===== src/rtl/lut_decoder_pkg.sv =====
// Shared constants, FSM encoding and sizing helper for the lut_decoder stimulus driver.
// LUT_DRV_ILLEGAL_DIGIT_EN adds the reserved digit code 2'b10 to the sweep.
package lut_decoder_pkg;

  localparam logic [1:0] DIGIT_NEG  = 2'b11;
  localparam logic [1:0] DIGIT_ZERO = 2'b00;
  localparam logic [1:0] DIGIT_POS  = 2'b01;
  localparam logic [1:0] DIGIT_RSV  = 2'b10;

`ifdef LUT_DRV_ILLEGAL_DIGIT_EN
  localparam logic [1:0]  DIGIT_LAST   = DIGIT_RSV;
  localparam int unsigned DIGIT_VALUES = 4;
`else
  localparam logic [1:0]  DIGIT_LAST   = DIGIT_POS;
  localparam int unsigned DIGIT_VALUES = 3;
`endif

  typedef enum logic [1:0] {
    IDLE,
    RUN,
    DONE
  } drv_state_e;

  function automatic int unsigned total_vectors(int unsigned nfmt, int unsigned n_min,
                                                int unsigned n_max);
    return 2 * nfmt * (n_max - n_min + 1) * DIGIT_VALUES * DIGIT_VALUES;
  endfunction

endpackage


===== src/rtl/lut_digit_cnt.sv =====
// One BKM digit counter stepping 11, 00, 01 (, 10) and flagging its last code.
// LUT_DRV_ILLEGAL_DIGIT_EN (via the package) selects whether 10 is included.
module lut_digit_cnt
  import lut_decoder_pkg::*;
(
  input  logic       clk,
  input  logic       arst_n,
  input  logic       srst,
  input  logic       clr,
  input  logic       inc,
  output logic [1:0] code,
  output logic       wrap
);

  assign wrap = (code == DIGIT_LAST);

  // The code order 11, 00, 01, 10 is plain binary increment modulo 4.
  always_ff @(posedge clk or negedge arst_n) begin
    if (!arst_n) begin
      code <= '0;
    end else if (srst) begin
      code <= '0;
    end else if (clr) begin
      code <= DIGIT_NEG;
    end else if (inc) begin
      code <= wrap ? DIGIT_NEG : code + 2'd1;
    end
  end

endmodule


===== src/rtl/lut_decoder_driver.sv =====
// Valid/ready stimulus source sweeping mode, format, n and both BKM digits for lut_decoder.
// Define LUT_DRV_ILLEGAL_DIGIT_EN to include the reserved digit code in the sweep.
module lut_decoder_driver
  import lut_decoder_pkg::*;
#(
  parameter int unsigned LOG2N = 6,
  parameter int unsigned N_MIN = 0,
  parameter int unsigned N_MAX = 63,
  parameter int unsigned NFMT  = 4,
  parameter int unsigned WCNT  = 16
) (
  input  logic             clk,
  input  logic             arst_n,
  input  logic             srst,
  input  logic             enable,
  input  logic             start,
  input  logic             drv_ready,
  output logic             drv_valid,
  output logic             drv_mode,
  output logic [1:0]       drv_format,
  output logic [LOG2N-1:0] drv_n,
  output logic [1:0]       drv_d_x_n,
  output logic [1:0]       drv_d_y_n,
  output logic             drv_last,
  output logic             busy,
  output logic             done,
  output logic [WCNT-1:0]  vec_count
);

  localparam logic [LOG2N-1:0] N_FIRST = LOG2N'(N_MIN);
  localparam logic [LOG2N-1:0] N_FINAL = LOG2N'(N_MAX);
  localparam logic [1:0]       FMT_FINAL = 2'(NFMT - 1);

  drv_state_e state, state_nxt;
  logic       valid_nxt, busy_nxt, done_nxt;
  logic       load, adv, xfer;
  logic       dy_wrap, dx_wrap;

  assign xfer = drv_valid && drv_ready;

  always_comb begin
    state_nxt = state;
    valid_nxt = drv_valid;
    busy_nxt  = busy;
    done_nxt  = 1'b0;
    load      = 1'b0;
    adv       = 1'b0;
    case (state)
      IDLE: begin
        if (start) begin
          state_nxt = RUN;
          valid_nxt = enable;
          busy_nxt  = 1'b1;
          load      = 1'b1;
        end
      end
      RUN: begin
        if (xfer) begin
          if (drv_last) begin
            state_nxt = DONE;
            valid_nxt = 1'b0;
            busy_nxt  = 1'b0;
            done_nxt  = 1'b1;
          end else begin
            adv       = 1'b1;
            valid_nxt = enable;
          end
        end else if (!drv_valid) begin
          // A pending vector is never withdrawn; enable only gates presenting a new one.
          valid_nxt = enable;
        end
      end
      DONE: begin
        state_nxt = IDLE;
      end
      default: begin
        state_nxt = IDLE;
      end
    endcase
  end

  always_ff @(posedge clk or negedge arst_n) begin
    if (!arst_n) begin
      state     <= IDLE;
      drv_valid <= 1'b0;
      busy      <= 1'b0;
      done      <= 1'b0;
    end else if (srst) begin
      state     <= IDLE;
      drv_valid <= 1'b0;
      busy      <= 1'b0;
      done      <= 1'b0;
    end else begin
      state     <= state_nxt;
      drv_valid <= valid_nxt;
      busy      <= busy_nxt;
      done      <= done_nxt;
    end
  end

  lut_digit_cnt u_dy (
    .clk    (clk),
    .arst_n (arst_n),
    .srst   (srst),
    .clr    (load),
    .inc    (adv),
    .code   (drv_d_y_n),
    .wrap   (dy_wrap)
  );

  lut_digit_cnt u_dx (
    .clk    (clk),
    .arst_n (arst_n),
    .srst   (srst),
    .clr    (load),
    .inc    (adv && dy_wrap),
    .code   (drv_d_x_n),
    .wrap   (dx_wrap)
  );

  // Mode only ever toggles 0 -> 1 here; its own wrap is handled by drv_last ending the sweep.
  always_ff @(posedge clk or negedge arst_n) begin
    if (!arst_n) begin
      drv_mode   <= 1'b0;
      drv_format <= '0;
      drv_n      <= '0;
    end else if (srst) begin
      drv_mode   <= 1'b0;
      drv_format <= '0;
      drv_n      <= '0;
    end else if (load) begin
      drv_mode   <= 1'b0;
      drv_format <= '0;
      drv_n      <= N_FIRST;
    end else if (adv && dy_wrap && dx_wrap) begin
      if (drv_n == N_FINAL) begin
        drv_n <= N_FIRST;
        if (drv_format == FMT_FINAL) begin
          drv_format <= '0;
          drv_mode   <= ~drv_mode;
        end else begin
          drv_format <= drv_format + 2'd1;
        end
      end else begin
        drv_n <= drv_n + LOG2N'(1);
      end
    end
  end

  always_ff @(posedge clk or negedge arst_n) begin
    if (!arst_n) begin
      vec_count <= '0;
    end else if (srst) begin
      vec_count <= '0;
    end else if (load) begin
      vec_count <= '0;
    end else if (xfer && (vec_count != '1)) begin
      vec_count <= vec_count + WCNT'(1);
    end
  end

  assign drv_last = drv_mode && (drv_format == FMT_FINAL) && (drv_n == N_FINAL)
                    && dx_wrap && dy_wrap;

endmodule

===== config.mk =====
export PLATFORM = sky130hd
export DESIGN_NAME = lut_decoder_driver
export DESIGN_NICKNAME = d
export VERILOG_FILES = /design/src/rtl/lut_decoder_pkg.sv /design/src/rtl/lut_digit_cnt.sv /design/src/rtl/lut_decoder_driver.sv
export SDC_FILE = /design/constraint.sdc
export NUM_CORES = 1
export LEC_CHECK = 0
export CORE_AREA = 5 5 67 69
export CTS_CLUSTER_DIAMETER = 120
export CTS_CLUSTER_SIZE = 20
export DETAILED_ROUTE_END_ITERATION = 10
export DIE_AREA = 0 0 72 74
export PLACE_DENSITY_LB_ADDON = 0.12
export RECOVER_POWER = 100
export SLEW_MARGIN = 20
export SYNTH_ARGS = -nofsm -noshare
export SYNTH_HDL_FRONTEND = slang
export SYNTH_HIERARCHICAL = 1
export SYNTH_SLANG_ARGS = --single-unit

===== constraint.sdc =====
create_clock -name clk -period 2.3 [get_ports clk]
set_input_delay 0.46 -clock clk [delete_from_list [all_inputs] [get_ports clk]]
set_output_delay 0.46 -clock clk [all_outputs]
set_load 0.02 [all_outputs]

==> results.toml, run 1 <==
[finish]
diodes = 0
final-instance-count-excl-fill = 310
syn2layout_area_growth_pct = 34.6
drive_gt1_share_pct = 9.62
final_nets = 272

[clock_tree]
ctsResizeCount = 1
cts_setup_buffers = 0
cts_num_sinks = 34
cts_hold_buf = 0
cts_tree = "done"
cts_inserted_buffers = 5
root_buffer = "clkbuf_8"
path_clk_slew_ns = 0.07
insertion_delay_ns = 0.28
htreeDepth = 2
cts_buffer_depth = 2

[place]
dpl.cell_count = 302
io_buffers = 38
place_hpwl_um = 3720
place.gp.congestion = 0.861

[floorplan]
io_pins = 39
die_h_um = 74
initial_utilization_pct = 48.7
coreArea_um2 = 3860
rows = 23
die_x_um = 72
dieArea_um2 = 5330

[yosys]
synth-edff-count = 0
syn_area_um2 = 1880
synth.distinct_cells = 40
yosys.area.top_type = "dfrtp_1"
syn_nets = 211
synth-async-reset-ratio_pct = 100
synthXorXnorAreaFrac_pct = 0.466
syn_area_per_cell_um2 = 9.49
synth_fa_ha_area_share_pct = 4.66
yosysSeqAreaShare_pct = 45.3
ys_seq_elements = 34
synth-compound-area-share_pct = 19.4
synth_top_area_share_pct = 45.3
synth_top_family_by_area = "simple AND/OR/NAND/NOR gates"
ys_top_cells_by_area = "dfrtp_1 (45%), ha_1 (4.7%), a21oi_1 (4.3%), nand3_1 (3.2%), or4_1 (3.2%)"
synth-simple-area-share_pct = 26.2
ys_dominant_reg_cell = "dfrtp_1"
synth.area.mux_share_pct = 1.07
synthCells = 198
yosysWarnings = 6

[sta]
skew_ns = 0.00821
max_freq_mhz = 463
hold_viol = 0
slew_viol_final = 0
final.setup.tns_ns = 0
finalCriticalPeriod_ns = 2.16
setup_viol = 0
min_period_over_period_pct = 94.0
worst_slew_pin_slew_ns = 0.847
rsz0062_at_grt = "false"
slew_headroom_pct = 43.5

[pwr]
vdd_drop_max_uv = 321
seq_power_share_pct = 51.8
p_leak_uw = 0.00111
clkPwrFrac_pct = 38.4
netSwitchingFraction_pct = 24.7
power.switching_uw = 295
comb_power_share_pct = 9.9
p_per_area_nw_per_um2 = 473
power.internal_uw = 902

[critical_path]
crit_type = "in2reg"
end_kind = "register"
crit_slowest_cell = "dlygate4sd3_1"
slowest_delay_ns = 0.57
startpoint_type = "input port"
worstPathRequired_ns = 2.51
worstPathArrival_ns = 2.37
crit_chain = "dlygate4sd3_1 -> clkbuf_1 -> nand4b_1 -> or2_0 -> or4_1 -> a21oi_1"
cp_max_fo = 12

[grt]
grt_pass1_vias = 1849
grtUsageTotal_pct = 20.2
overflow = 0
grt_pass1_wl_um = 8520
antenna_found_initial = 0
grt_max_degree = 35

[route]
dr.pass1.iters = 4
ant_nets = 0
drc = 0
viasPerCell = 5.97
routedWlPerCell_um = 16.1
totalWireLength_um = 5000
drtIter0Drc = 85
num_vias = 1852

[hold_path]
holdCritPathClass = "reg2reg"

[run_status]
outcome = "finished clean"

[job]
max_cap_viol_count = 0
-- synthesized netlist by cell type, types with 2 or more instances --
cell type and number:
mux2i_1 2, or2_2 2, o21ai_0 11, ha_1 7
dfrtp_1 34, o311ai_0 4, a31oi_1 6, or3_1 7
o31ai_1 6, and2_1 3, o41ai_1 5, a211oi_1 3
or4_1 8, nand2_1 10, a21oi_1 16, buf_2 2
nand3_1 12, nor4_1 5, clkbuf_1 3, nand4b_1 2
and3_1 4, nor2_1 11, or2b_1 2, nand4_1 4
inv_1 9, nand2b_1 6
-- sequential cells by signal, indices dropped and copies added, names as in the netlist --
register    flops
u_dy/code       2
state           2
drv_valid       1
drv_mode        1
busy            1
drv_format      2
drv_n           6
done            1
u_dx/code       2
vec_count      16
-- stage by stage --
stage | hold slack [ns] | total power, uW | setup slack (ns) | instance area (um2) | util (%)
after floorplan | 0.164 | 682 | 0.243 | 1880 | -
after global placement | 0.524 | 753 | 0.0314 | 2480 | 64.2
after detailed placement | 0.537 | 758 | -0.000398 | 2480 | 64.2
after CTS | 0.546 | 1210 | 0.178 | 2570 | 66.5
after global routing | 0.577 | 1250 | 0.0611 | 2530 | 65.6
final | 0.546 | 1200 | 0.139 | 2530 | 65.6
-- placed cells by master, fill, tap and decap left out, types with 2 or more instances in the layout --
master,n
clkbuf_1,9
or3_1,7
o41ai_1,5
dfrtp_1,34
nor4_1,5
or4_1,9
o31ai_1,6
or2b_1,2
nor2_1,11
a21oi_1,16
or2_0,3
o311ai_0,4
nand3_1,12
dlygate4sd3_1,34
mux2i_1,2
a31oi_1,6
a211oi_1,3
clkbuf_8,6
and3_1,4
inv_1,9
and2_0,2
ha_1,7
clkdlybuf4s50_1,3
nand2_1,10
nand4_1,4
nand2b_1,6
buf_4,11
nand4b_1,2
o21ai_0,11
-- path summary, 6_finish.rpt --
check	from	end	slack [ns]	cells past startpoint
setup / recovery	drv_ready	drv_format[0]	0.14	6
hold / removal	drv_n[5]	drv_n[5]	0.55	1
max in group asynchronous	arst_n	u_dx/code[1]	0.96	2
setup reg to reg	vec_count[0]	vec_count[3]	0.25	6
hold reg to reg	drv_n[5]	drv_n[5]	0.55	1
min in group asynchronous	arst_n	drv_mode	0.81	2
-- critical path: cells and delay by family --
family | cells | cell delay [ns]
AND/OR/NAND/NOR | 3 | 1.02
buffers and inverters | 2 | 0.73
AO/OA/AOI/OAI | 1 | 0.16
-- area by class of cell --
cell class	count	area (um2)
Clock buffer	7	86.3
Inverter	9	33.8
Multi-Input combinational cell	150	975
Fill cell	351	1330
Sequential cell	34	851
Clock inverter	1	5.00
Timing Repair Buffer	59	517
Tap cell	50	62.6
-- power groups by stage --
stage          Combinational [uW]  Sequential [uW]  Clock, uW
2_1_floorplan                42.1              640          0
3_3_place_gp                  123              630          0
3_5_place_dp                  127              631          0
4_1_cts                       127              620        464
5_1_grt                       131              621        497
6_report                      118              620        459
-- cells by family (layout without fill, tap and decap cells) --
group,after synthesis,in the layout
xor gates and xnor gates,1,1
DFF,34,34
and+or+nand+nor,84,84
AOI/OAI and AO/OA,56,56
muxes,2,2
buffers and inverters,14,76
adders and majority gates,7,7
-- metal layers --
layer,GRT usage (%),wire length [um],up-vias
li1,-,-,884
met5,0,0,-
met3,3.65,256,4
met2,36.8,2570,58
met4,5.01,39,0
met1,24.7,2140,906
No activity file was read; power rests on OpenSTA's default activity.
==> inputs of run 2 (changes only) <==
--- a/config.mk
+++ b/config.mk
@@ -12,6 +12,7 @@
 export DIE_AREA = 0 0 72 74
 export PLACE_DENSITY_LB_ADDON = 0.12
 export RECOVER_POWER = 100
+export SKIP_CTS_REPAIR_TIMING = 1
 export SLEW_MARGIN = 20
 export SYNTH_ARGS = -nofsm -noshare
 export SYNTH_HDL_FRONTEND = slang
==> run 2 against run 1 <==
Fmax increased by 1.1%. Design area decreased by 0.25%. Highest routed layer unchanged. Total power up 0.16%. Sequential share of layout area up 0.083 points.
==> results.toml, run 2 (synthesized netlist as in run 1, its figures left out) <==
[route]
totalWireLength_um = 5010
dr.pass1.iters = 4
viasPerCell = 5.92
routedWlPerCell_um = 16.2
drtIter0Drc = 112
ant_nets = 0
drc = 0
num_vias = 1836

[clock_tree]
path_clk_slew_ns = 0.07
htreeDepth = 2
cts_num_sinks = 34
cts_inserted_buffers = 5
cts_buffer_depth = 2
insertion_delay_ns = 0.28
root_buffer = "clkbuf_8"
cts_tree = "done"

[finish]
drive_gt1_share_pct = 9.62
largest-register = "vec_count"
final_nets = 272
largest_reg_flops = 16
syn2layout_area_growth_pct = 34.3
reg_top3 = "vec_count x16, drv_n x6"
diodes = 0
fin_area_um2 = 2520
layout_common_cells = "dfrtp_1 (34), dlygate4sd3_1 (34), a21oi_1 (16)"

[hold_path]
holdCritPathClass = "reg2reg"

[grt]
grt_pass1_vias = 1849
grtUsageTotal_pct = 20.2
grt_pass1_wl_um = 8520
antenna_found_initial = 0
overflow = 0
grt_max_degree = 35

[run_status]
outcome = "finished clean"

[critical_path]
cp_top_family = "simple AND/OR/NAND/NOR gates"
crit_chain = "dlygate4sd3_1 -> nand4_1 -> or4_1 -> or4_1 -> nand2_1"
end_kind = "register"
worstPathRequired_ns = 2.52
worstPathArrival_ns = 2.36
crit_type = "in2reg"
crit_slowest_cell = "or4_1"
cp_max_fo = 3
startpoint_type = "input port"
slowest_delay_ns = 0.58
cpMostUsedCell = "or4_1"
ff2ff_setup_slack_ns = 0.25
worstPathBufferInverterCount = 1

[place]
place_hpwl_um = 3720
io_buffers = 38
place.gp.congestion = 0.861
placed_area_um2 = 2480

[floorplan]
coreArea_um2 = 3860
dieArea_um2 = 5330
rows = 23
die_x_um = 72
initial_utilization_pct = 48.7
die_h_um = 74
io_pins = 39

[sta]
max_freq_mhz = 468
min_period_over_period_pct = 92.9
hold_viol = 0
slew_headroom_pct = 43.8
skew_ns = 0.00800
finalCriticalPeriod_ns = 2.14
slew_viol_final = 0
worst_slew_pin_slew_ns = 0.843
setup_viol = 0
rsz0062_at_grt = "false"

[pwr]
vdd_drop_max_uv = 324
p_per_area_nw_per_um2 = 475
total_power_uw = 1200
p_leak_uw = 0.00110

[job]
max_cap_viol_count = 0
[run 2: cell count changes in the layout (fill, tap and decap cells not counted), sizes merged]
cell	previous run	this run
buf	12	13
dlygate4sd2	1	0
[run 2: routing by layer]
layer | GRT usage, % | up-vias | routed length, um
li1 | - | 886 | -
met1 | 24.7 | 893 | 2140
met2 | 36.8 | 53 | 2560
met3 | 3.65 | 4 | 271
met4 | 5.01 | 0 | 39
met5 | 0 | - | 0
[run 2: worst paths after layout]
| path | startpoint | endpoint | cells after the start |
|---|---|---|---|
| setup / recovery | drv_ready | vec_count[15] | 5 |
| hold / removal | drv_n[5] | drv_n[5] | 1 |
| setup reg to reg | vec_count[0] | vec_count[3] | 6 |
| hold reg to reg | drv_n[5] | drv_n[5] | 1 |
| max in group asynchronous | arst_n | u_dx/code[1] | 2 |
| min in group asynchronous | arst_n | drv_mode | 2 |
[run 2: cell type report]
cell class	count	area (um2)
Timing Repair Buffer	59	515
Fill cell	349	1330
Sequential cell	34	851
Tap cell	50	62.6
Inverter	9	33.8
Multi-Input combinational cell	150	970
Clock inverter	1	5.00
Clock buffer	7	86.3
[run 2: through the flow]
step	utilization [%]	TNS (ns)	hold WS [ns]	std cells	setup WS, ns
detailed placement	64.2	-0.000398	0.537	302	-0.000398
floorplan	-	0	0.164	198	0.243
global placement	64.2	0	0.524	302	0.0314
global route	65.4	0	0.577	310	0.0705
finish	65.4	0	0.545	310	0.163
CTS	66.6	-0.107	0.546	310	-0.107
[run 2: power by group]
group / switching, uW / total (uW) / internal, uW
Clock: 219 / 460 / 242
Combinational: 65.6 / 119 / 53.0
Sequential: 11.9 / 620 / 608
Total: 296 / 1200 / 902
